<file path="src/rtl/fpu_result_stage.sv">
// Two-entry in-order skid buffer that registers the final FPU result and its exception flags.
// Optional sticky exception accumulation is compiled in with macro FPU_STICKY_FLAGS_EN.
module fpu_result_stage (
    input  logic        clk,
    input  logic        rst,
    input  logic        in_valid,
    output logic        in_ready,
    input  logic        in_sign,
    input  logic [22:0] in_mant,
    input  logic [7:0]  in_exp,
    input  logic        in_inexact,
    input  logic        in_overflow,
    input  logic        in_underflow,
    input  logic        in_invalid,
    output logic        out_valid,
    input  logic        out_ready,
    output logic [31:0] out_result,
    output logic [3:0]  out_flags,
    input  logic        flags_clear,
    output logic [3:0]  sticky_flags
);

    localparam logic [1:0] ST_EMPTY = 2'd0;
    localparam logic [1:0] ST_ONE   = 2'd1;
    localparam logic [1:0] ST_FULL  = 2'd2;

    logic [1:0]  state_r;
    logic [1:0]  state_nxt_s;
    logic [35:0] head_r;
    logic [35:0] tail_r;
    logic [35:0] head_nxt_s;
    logic [35:0] tail_nxt_s;
    logic [35:0] in_word_s;
    logic        push_s;
    logic        pop_s;

    // Entry layout {invalid, overflow, underflow, inexact, sign, exp, mant}
    assign in_word_s  = {in_invalid, in_overflow, in_underflow, in_inexact, in_sign, in_exp, in_mant};
    assign in_ready   = (state_r != ST_FULL);
    assign out_valid  = (state_r != ST_EMPTY);
    assign push_s     = in_valid & in_ready;
    assign pop_s      = out_valid & out_ready;
    // Vacated slots are zeroed so the head register alone drives zeros when empty
    assign out_result = head_r[31:0];
    assign out_flags  = head_r[35:32];

    // Next-state and entry movement for the two-slot buffer
    always_comb begin
        state_nxt_s = state_r;
        head_nxt_s  = head_r;
        tail_nxt_s  = tail_r;
        case (state_r)
            ST_EMPTY: begin
                if (push_s) begin
                    state_nxt_s = ST_ONE;
                    head_nxt_s  = in_word_s;
                end else begin
                    state_nxt_s = ST_EMPTY;
                end
            end
            ST_ONE: begin
                if (push_s && pop_s) begin
                    head_nxt_s = in_word_s;
                end else if (push_s) begin
                    state_nxt_s = ST_FULL;
                    tail_nxt_s  = in_word_s;
                end else if (pop_s) begin
                    state_nxt_s = ST_EMPTY;
                    head_nxt_s  = 36'd0;
                end else begin
                    state_nxt_s = ST_ONE;
                end
            end
            ST_FULL: begin
                if (pop_s) begin
                    state_nxt_s = ST_ONE;
                    head_nxt_s  = tail_r;
                    tail_nxt_s  = 36'd0;
                end else begin
                    state_nxt_s = ST_FULL;
                end
            end
            default: begin
                state_nxt_s = ST_EMPTY;
                head_nxt_s  = 36'd0;
                tail_nxt_s  = 36'd0;
            end
        endcase
    end

    // Buffer state and entry registers
    always_ff @(posedge clk) begin
        if (rst) begin
            state_r <= ST_EMPTY;
            head_r  <= 36'd0;
            tail_r  <= 36'd0;
        end else begin
            state_r <= state_nxt_s;
            head_r  <= head_nxt_s;
            tail_r  <= tail_nxt_s;
        end
    end

`ifdef FPU_STICKY_FLAGS_EN
    logic [3:0] sticky_r;

    // Accumulate flags of every popped word; a clear still keeps the coincident pop's flags
    always_ff @(posedge clk) begin
        if (rst) begin
            sticky_r <= 4'd0;
        end else begin
            sticky_r <= (flags_clear ? 4'd0 : sticky_r) | (pop_s ? head_r[35:32] : 4'd0);
        end
    end

    assign sticky_flags = sticky_r;
`else
    logic unused_flags_clear_s;

    assign unused_flags_clear_s = flags_clear;
    assign sticky_flags         = 4'd0;
`endif

endmodule

</file>
<file path="config.mk">
export PLATFORM = sky130hd
export DESIGN_NAME = fpu_result_stage
export DESIGN_NICKNAME = d
export VERILOG_FILES = /design/src/rtl/fpu_result_stage.sv
export SDC_FILE = /design/constraint.sdc
export NUM_CORES = 1
export LEC_CHECK = 0
export ABC_AREA = 1
export CORE_UTILIZATION = 40
export DETAILED_ROUTE_END_ITERATION = 7
export GPL_TIMING_DRIVEN = 0
export PLACE_DENSITY_LB_ADDON = 0.15
export SLEW_MARGIN = 20
export SYNTH_ARGS = -nofsm -noshare
export SYNTH_HDL_FRONTEND = slang
export SYNTH_SLANG_ARGS = --single-unit
</file>
<file path="constraint.sdc">
create_clock -name clk -period 1.5 [get_ports clk]
set_input_delay 0.375 -clock clk [delete_from_list [all_inputs] [get_ports clk]]
set_output_delay 0.375 -clock clk [all_outputs]
set_load 0.02 [all_outputs]
</file>
# Word-level counts from Yosys, hierarchy flattened
# Cells that the tools add are included.
# word_totals
regBits	74
input_bits	41
out_inout_bits	42
elab_cells	34
# classes
eq_ne	9
mux	14
n_bitwise	3
n_reduce_logical	5
# op_table
op	n
$mux W36	6
$pmux W36 S3	2
$ne A2 B2 Y1 const B	5
$reduce_and A4 Y1	2
$mux W2	3
$ne A3 B3 Y1 const B	2
$pmux W2 S3	1
$and A1 B1 Y1	2
$eq A2 B1 Y1 const B	1
$eq A2 B2 Y1 const B	1
$logic_not A2 Y1	1
$mux W1	2
$reduce_bool A2 Y1	1
$logic_and A1 B1 Y1	1
$not A1 Y1	1

# Logic depth before layout (Yosys ltp)
# logic_depth
depth_word	6
ltp_mapped	9
ltp_nobuf	7

# Worst setup path before layout
# Ideal clock, no wire load.
# synth_timing
path_kind	register to register
startpoint	register state_r[0]
endpoint	register head_r[20]
arrival_time_ns	1.333
required_time_ns	1.430
path_slack_ns	0.097
path_stages_with_launch	9
n_path_buf	1
cell_sequence	dfxtp_1 -> inv_1 -> nand2_1 -> nor2_2 -> inv_1 -> nand2_2 -> buf_2 -> nand2_1 -> a21oi_1
# synth_via
elab_chain_cells	5
elab_cells_between_ends	15
classes_between	eq/ne (7); mux (2); bitwise (2); reduce/logical (4)
# synth_lines
item	line_no	text
from (decl)	27	logic [1:0] state_r;
from (signal assigned)	98	state_r <= state_nxt_s;
$reduce_bool A2 Y1 (*)	40	assign out_valid = (state_r != ST_EMPTY);
net out_valid	15	output logic out_valid,
$and A1 B1 Y1 (*)	42	assign pop_s = out_valid & out_ready;
$logic_and A1 B1 Y1	62	if (push_s && pop_s) begin
$ne A3 B3 Y1 (no line) or $mux W36 (tied branches)	--	
$reduce_and A4 Y1 (no line) or $pmux W36 S3 (tied branches)	--	
to (signal assigned)	99	head_r <= head_nxt_s;
to (decl)	29	logic [35:0] head_r;
# The timed path passes the listed nets; every way through them passes the cells marked *.
# A chain may end at the register's enable or synchronous reset.

# Worst setup path after layout
# layout_timing
startpoint	register state_r[0]
endpoint	output in_ready
# layout_via
elab_chain_cells	1
# layout_lines
item	line_no	text
$ne A2 B2 Y1	39	assign in_ready = (state_r != ST_FULL);
to (decl)	7	output logic in_ready,
# Every way passes these cells.

==> out/metrics.cfg <==
[logic_synthesis]
synth_ff_type=dfxtp_1
synth-edff-count=0
synth_top_area_share_pct=37.9
ys_types=16
ys_top_cells_by_count=nand2_1 (264), inv_1 (75), dfxtp_1 (74)
yosysSeqAreaShare_pct=37.9
netlist_top_cells_area=dfxtp_1 (38%), nand2_1 (25%), a21oi_1 (9.4%), nand3_1 (9.4%), inv_1 (7.2%)
ys_warn_count=0
syn_avg_cell_area_um2=6.01
ys_seq_elements=74
syn_inst=650
ys_async_sr_fraction_pct=0
synth_most_common_cell=nand2_1
yosysTopAreaCell=dfxtp_1
synth_area_mm2=0.00390

[routing]
wl_um=10700
drc_errors=0
wl_per_cell_um=12.1
vias=4296
postRouteAntennaNets=0
dr.pass1.iters=5
drt_iter0_drc=175
avgViaCountPerCell=4.84

[global_routing]
gr-usage-all-layers_pct=21.9
grt_max_degree=13
antenna_found_initial=0
grt_pass1_vias=3926
grt_pass1_wl_um=17500
grt_overflow=0

[cts]
clockBufferDepth=2
clkSinkCount=74
cts_root_buf=clkbuf_8
clock_latency_ps=360
path_clk_slew_ps=80
htree_levels=3
tritoncts=built
hold_buffers=0
numCtsBuffers=9

[layout]
nFillCells=913
diodes=0
fin_nets=794
postLayoutCoreUtil_pct=57.1
fin_cells=887
final_layout_size_suffix_gt1_share_pct=10.9
area_growth_pct=36.4
regArea_mm2=0.00149
multi_input_area_mm2=0.00199

[setup_path]
r2r_start=state_r[1]
r2r-end=head_r[2]
endpoint_kind=output port
cp.required_ps=1120
cp_max_fo=7
critical_path_class=flip-flop to output port
cp-start-kind=flip-flop
reg2reg_depth=8
rrSetupSlack_ps=110
arrival_ps=1200

[pwr]
powerDensity_mw_per_mm2=971
leakagePower_nw=2.63
ir_drop_v=0.000438

[sta]
setup_viol=2
fmax_mhz=633
hold_violations=0
worst_slack_ps=-78.9
period_minus_slack_ps=1580
slew_headroom_pct=65.2
finalMaxSlewViolations=0
worst_pin_slew_ps=522
fin_crit_sh_pct=105
worst_clock_skew_ps=7.83
rsz0062_at_grt=yes
fin_tns_setup_ps=-100

[floorplan]
die_area_mm2=0.0102
dieHeight_um=101
row_count=35
io_pins=83
design.core.area_mm2=0.00933
die_w_um=101
start_util_pct=41.9

[placed_design]
numPortBuffers=76
dp.cells=858
place_hpwl_um=7470
dp_slack_ps=-610
place_congestion=0.800

[job]
max_cap_violations=0

[run_status]
status=finished with violations
violations=negative setup slack

[hold_path]
hold_class=input pin to flip-flop
min_to=head_r[0]
holdCritStartpoint=rst
whs_path_depth=2

[stage by stage]
stage / power (mW) / hold slack (ps) / cell area [um2]
3_3_place_gp: 3.19 / 447 / 4840
5_1_grt: 5.43 / 458 / 5330
2_1_floorplan: 2.78 / 440 / 3920
3_5_place_dp: 3.21 / 452 / 4840
6_report: 5.17 / 412 / 5330
4_1_cts: 5.15 / 406 / 5160
[where the power goes]
| group | leakage, nW | internal, mW | switching, mW |
|---|---|---|---|
| sequential | 0.604 | 2.06 | 0.0484 |
| clock | 0.129 | 1.19 | 0.763 |
| combinational | 1.90 | 0.446 | 0.668 |
[area by class of cell]
cell class / instances / area share [%]
Clock buffer: 11 / 2.84
Buffer: 43 / 6.16
Inverter: 76 / 5.40
Clock inverter: 5 / 1.88
Timing Repair Buffer: 90 / 15.4
Sequential cell: 74 / 28.0
Multi-Input combinational cell: 459 / 37.3
Tap cell: 129 / 3.03
[repair_timing]
item	4_1_cts	5_1_grt
hold endpoints to repair	0	0
resized for setup	78	38
endpoints found under the setup margin	109	67
pin swaps	2	2
setup buffers	4	10
[worst max-delay path, stage by stage (launching register included)]
cell and delay [ps]:
dfxtp_4 400, inv_4 50, buf_6 110, buf_8 130
nand2_4 50, buf_6 110
[worst max path at each step]
stage,end,slack (ps),start,depth (start not counted)
6_report,in_ready,-80,state_r[0],5
5_1_grt,in_ready,-130,state_r[0],5
4_1_cts,in_ready,-140,state_r[0],5
3_5_place_dp,tail_r[28],-610,out_ready,8
3_3_place_gp,tail_r[29],-620,out_ready,8
2_1_floorplan,head_r[20],100,state_r[0],8
[cell usage in the layout, fill, tap and decap left out, types with 2 or more instances in the layout]
master and instances:
clkbuf_8 11, clkbuf_1 9, clkbuf_2 4, nand3_1 73, buf_2 3, buf_4 23, a21oi_1 73, inv_2 2
bufinv_16 3, conb_1 4, clkbuf_4 7, nand2_1 258, inv_1 73, nand2_2 2, dlygate4sd2_1 36, buf_6 10
clkdlybuf4s50_1 37, nor2_4 4, nand2_4 5, nor2_1 37, dfxtp_4 2, buf_8 3, dfxtp_1 72, clkinv_2 2
[state kept, by name, summed over array words and instances, names as in the netlist]
signal   cells
state_r      2
head_r      36
tail_r      36
[layer usage]
layer,global-route usage (%),vias to the layer above,wire (um)
met4,6.24,0,116
met1,26.4,1951,4770
met5,0,-,0
met3,4.79,17,561
li1,-,2203,-
met2,38.9,125,5270
[cell families (layout without fill, tap and decap cells)]
kind of cell	Yosys count	in the layout	share of synthesized area, %
other	1	4	0.0960
AO/OA/AOI/OAI	73	73	9.36
flip-flops	74	74	37.9
buffers and inverters	120	225	13.0
AND/OR/NAND/NOR	382	382	39.6
Power figures use the tool's default switching activity.
